File: src/rtl/qdiv.sv
// rtl/qdiv.sv - sign-magnitude fixed-point divider, restoring shift-subtract, one quotient bit per clock
// Quotient magnitude is floor((|dividend| << Q) / |divisor|); bits above N-2 raise o_overflow.
module qdiv #(
  parameter int Q = 15,
  parameter int N = 32
) (
  input  logic         i_clk,
  input  logic         i_rst_n,
  input  logic [N-1:0] i_dividend,
  input  logic [N-1:0] i_divisor,
  input  logic         i_start,
  output logic [N-1:0] o_quotient_out,
  output logic         o_complete,
  output logic         o_overflow
);

  localparam int IT = N + Q - 1;       // iterations == full magnitude result width
  localparam int DW = 2 * N + Q - 3;   // divisor magnitude pre-shifted to bit IT-1
  localparam int CW = $clog2(IT + 1);

  typedef enum logic {
    S_IDLE,
    S_BUSY
  } state_t;

  state_t          r_state;
  state_t          w_next;
  logic            w_load;
  logic [IT-1:0]   r_rem;
  logic [IT-1:0]   r_quo;
  logic [DW-1:0]   r_div;
  logic [CW-1:0]   r_cnt;
  logic            r_sign;
  logic            w_ge;
  logic            w_last;
  logic [IT-1:0]   w_quo_next;

  // A zero divisor compares as <= every remainder, so all quotient bits set on their own.
  assign w_ge       = ({{(DW-IT){1'b0}}, r_rem} >= r_div);
  assign w_quo_next = {r_quo[IT-2:0], w_ge};
  assign w_last     = (r_cnt == CW'(1));
  assign o_complete = (r_state == S_IDLE);

  always_ff @(posedge i_clk or negedge i_rst_n) begin
    if (!i_rst_n) begin
      r_state <= S_IDLE;
    end else begin
      r_state <= w_next;
    end
  end

  always_comb begin
    w_next = r_state;
    w_load = 1'b0;
    case (r_state)
      S_IDLE: begin
        if (i_start) begin
          w_next = S_BUSY;
          w_load = 1'b1;
        end
      end
      S_BUSY: begin
        if (w_last) begin
          w_next = S_IDLE;
        end
      end
      default: w_next = S_IDLE;
    endcase
  end

  always_ff @(posedge i_clk or negedge i_rst_n) begin
    if (!i_rst_n) begin
      r_rem          <= '0;
      r_quo          <= '0;
      r_div          <= '0;
      r_cnt          <= '0;
      r_sign         <= 1'b0;
      o_quotient_out <= '0;
      o_overflow     <= 1'b0;
    end else if (w_load) begin
      r_rem      <= {i_dividend[N-2:0], {Q{1'b0}}};
      r_div      <= {i_divisor[N-2:0], {(IT-1){1'b0}}};
      r_quo      <= '0;
      r_cnt      <= CW'(IT);
      r_sign     <= i_dividend[N-1] ^ i_divisor[N-1];
      o_overflow <= 1'b0;
    end else if (r_state == S_BUSY) begin
      r_quo <= w_quo_next;
      if (w_ge) begin
        r_rem <= r_rem - r_div[IT-1:0];
      end
      r_div <= r_div >> 1;
      r_cnt <= r_cnt - CW'(1);
      if (w_last) begin
        o_quotient_out <= {r_sign, w_quo_next[N-2:0]};
        o_overflow     <= |w_quo_next[IT-1:N-1];
      end
    end
  end

endmodule

File: config.mk
export PLATFORM = sky130hd
export DESIGN_NAME = qdiv
export DESIGN_NICKNAME = d
export VERILOG_FILES = /design/src/rtl/qdiv.sv
export SDC_FILE = /design/constraint.sdc
export NUM_CORES = 1
export LEC_CHECK = 0
export CAP_MARGIN = 40
export CORE_ASPECT_RATIO = 1.2
export CORE_MARGIN = 8
export CORE_UTILIZATION = 25
export DETAILED_ROUTE_END_ITERATION = 16
export SETUP_SLACK_MARGIN = 0.02
export SLEW_MARGIN = 20
export SYNTH_ARGS = -nofsm -noshare
export SYNTH_HDL_FRONTEND = slang
export SYNTH_SLANG_ARGS = --single-unit
File: constraint.sdc
create_clock -name i_clk -period 4.2 [get_ports i_clk]
set_clock_uncertainty 0.2 [all_clocks]
set_input_delay 1.26 -clock i_clk [delete_from_list [all_inputs] [get_ports i_clk]]
set_output_delay 1.26 -clock i_clk [all_outputs]
set_load 0.01 [all_outputs]
==> results.ini <==
[logic_synthesis]
ys_seq_area_share_pct=46.1
syn_area_mm2=0.0113
avgSynthCellArea_um2=9.54
ys_dominant_reg_cell=dfrtp_1
synth-edff-count=0
synth_nets=1300
ys_ff_latch=208
syn-instance-count=1184
ys_warn_count=0
postSynth.asyncResetShare_pct=100
synth.distinct_cells=71

[sta]
relSlewSlack_pct=50.7
fmax_mhz=278
worst_pin_slew_ns=0.740
grt_setup_unrepaired=no
timing.final.crit_period_ns=3.59
fin_hold_ws_ns=0.280
setup_ws_ns=0.607
maxSlewViolCount=0
setup_viol=0
hold_viol_final=0
fin_crit_sh_pct=85.5
setup_tns_ns=0

[clock_network]
cts_resized=0
holdBufCountCts=0
clock_latency_ns=0.53
post_cts_buffers=0
clock-root-buffer=clkbuf_16
clk_pin_slew_ns=0.06
cts_tree=yes
cts_buffers=24
cts.sinks=208
ctsHtreeMaxLevel=1
clockBufferDepth=3

[critical_path]
cp_max_fo=15
critical_path_class=reg -> reg
worst_setup_path_start_kind=flip-flop
critPathTopFamily=compound AO/OA/AOI/OAI gates
setup.worst_path.start=r_rem[0]$_DFFE_PN0P_
endpoint_kind=flip-flop
crit_chain=inv_1 > ha_1 > inv_1 > fa_1 > a211oi_1 > o21ai_0 > a31oi_2 > a21bo_2 > nand3_1 > a31o_1 > nand2_2 > buf_4 > nand2_1 > a31oi_1
r2r_start=r_rem[0]$_DFFE_PN0P_
cp_num_buf_inv=3
cpMostUsedCell=inv_1
crit_path_top_delay_cell=fa_1
crit_required_ns=4.45
slowest_delay_ns=0.41
arrival_ns=3.85

[placed_design]
portBuffers=100
hpwlAfterDp_um=21700
dp_slack_ns=0.645
place_inst=1837
place_congestion=0.907

[global_routing]
grt_max_degree=84
grt_pass1_wl_um=50600
overflow=0
grt_pass1_vias=9398
grt_usage_pct=11.6
antenna_found_initial=0

[route]
drc=0
drtAntennaViolNets=0
wl_per_cell_um=16.3
dr.pass1.iters=7
viasPerCell=4.85
drtIter0Drc=528
routed_wirelength_um=30700
routed-via-count=9132

[final_layout]
nNetsFinal=1370
layout_commonest_cell=dfrtp_1
antenna_cells=0
final_cell_mix=dfrtp_1 (207), nand2_1 (153), o21ai_0 (100)
area_growth_pct=21.6
drive_gt1_share_pct=9.12
layoutNonFillerInstCount=1881
n_fill_cell=4636
final_core_util_pct=30.7

[min_path]
hp-start=r_div[15]$_DFFE_PN0P_
hold_path.class=reg -> reg

[floorplanning]
die_width_um=210
start_util_pct=25.2
ios=101
die_h_um=249
core_area_mm2=0.0448
fp-row-count=85
die_area_mm2=0.0523

[pwr]
leakage_uw=0.00602
ir_drop_mv=0.324
power_density_mw_per_mm2=851

[status]
status=finished, final reports clean

[run]
cap_violations=0

final cells by class:
type | count | area [um2] | share of cell area, %
clock buffer | 29 | 669 | 4.87
multi-input combinational | 842 | 5550 | 40.4
inverter | 62 | 233 | 1.69
sequential | 208 | 5210 | 37.9
clock inverter | 15 | 153 | 1.11
tap | 609 | 762 | 5.55
timing repair buffer | 116 | 1160 | 8.48
tightest hold or removal path, delay by kind of cell, from the launching register on:
kind	cells	cell delay, ns
compound gates	1	0.06
flops	1	0.34
simple gates	1	0.04
state kept, by name, indices dropped and copies added (netlist names):
name,cells
r_div,76
r_rem,46
r_quo,45
o_quotient_out,32
r_cnt,6
o_overflow,1
r_sign,1
r_state,1
kinds of logic after synthesis:
kind of cell	Yosys count	share of synthesized area (%)
AOI/OAI and AO/OA	352	20.5
and+or+nand+nor	336	13.7
DFF	208	46.1
buffers and inverters	134	4.95
muxes	67	6.30
adders and majority gates	49	5.49
xor gates and xnor gates	38	2.95
cells in the mapped netlist, types with 19 or more instances:
cell type	n	share of area (%)
a21o_1	19	1.3
a21oi_1	72	3.2
a22o_1	44	3.4
a31oi_1	19	1.1
clkbuf_1	44	1.5
dfrtp_1	208	46
ha_1	48	5.3
inv_1	62	2.1
mux2_2	33	3.3
mux2i_1	34	3.0
nand2_1	154	5.1
nand3_1	33	1.5
nor2_1	57	1.9
o21ai_0	100	4.4
o31ai_1	23	1.5
xnor2_1	20	1.6
final timing paths:
check                                         to  slack (ns)  cells past startpoint
setup reg to reg           r_rem[20]$_DFFE_PN0P_        0.61                     14
hold reg to reg            r_div[15]$_DFFE_PN0P_        0.28                      2
setup / recovery           r_rem[20]$_DFFE_PN0P_        0.61                     14
hold / removal             r_div[15]$_DFFE_PN0P_        0.28                      2
min in group asynchronous  r_div[48]$_DFFE_PN0P_        0.58                      1
max in group asynchronous   r_quo[8]$_DFFE_PN0P_        2.36                      2
layer usage:
layer  GRT usage [%]  up-vias  wire length (um)
met5               0        -                 0
met4            4.70        0              1020
met3            1.72       56              1400
met2            19.0      225             14400
met1            15.0     4457             13900
li1                -     4394                 -
through the flow:
stage / total power [uW] / area (um2)
6_report: 11700 / 13700
4_1_cts: 11800 / 13700
5_1_grt: 12700 / 13700
3_5_place_dp: 9510 / 12900
2_1_floorplan: 7960 / 11300
3_3_place_gp: 9410 / 12900
power breakdown:
part / switching, uW / internal, uW
clock network: 878 / 1270
logic: 3860 / 2610
registers: 425 / 2650
total: 5160 / 6530
No activity file was read; power rests on OpenSTA's default activity.
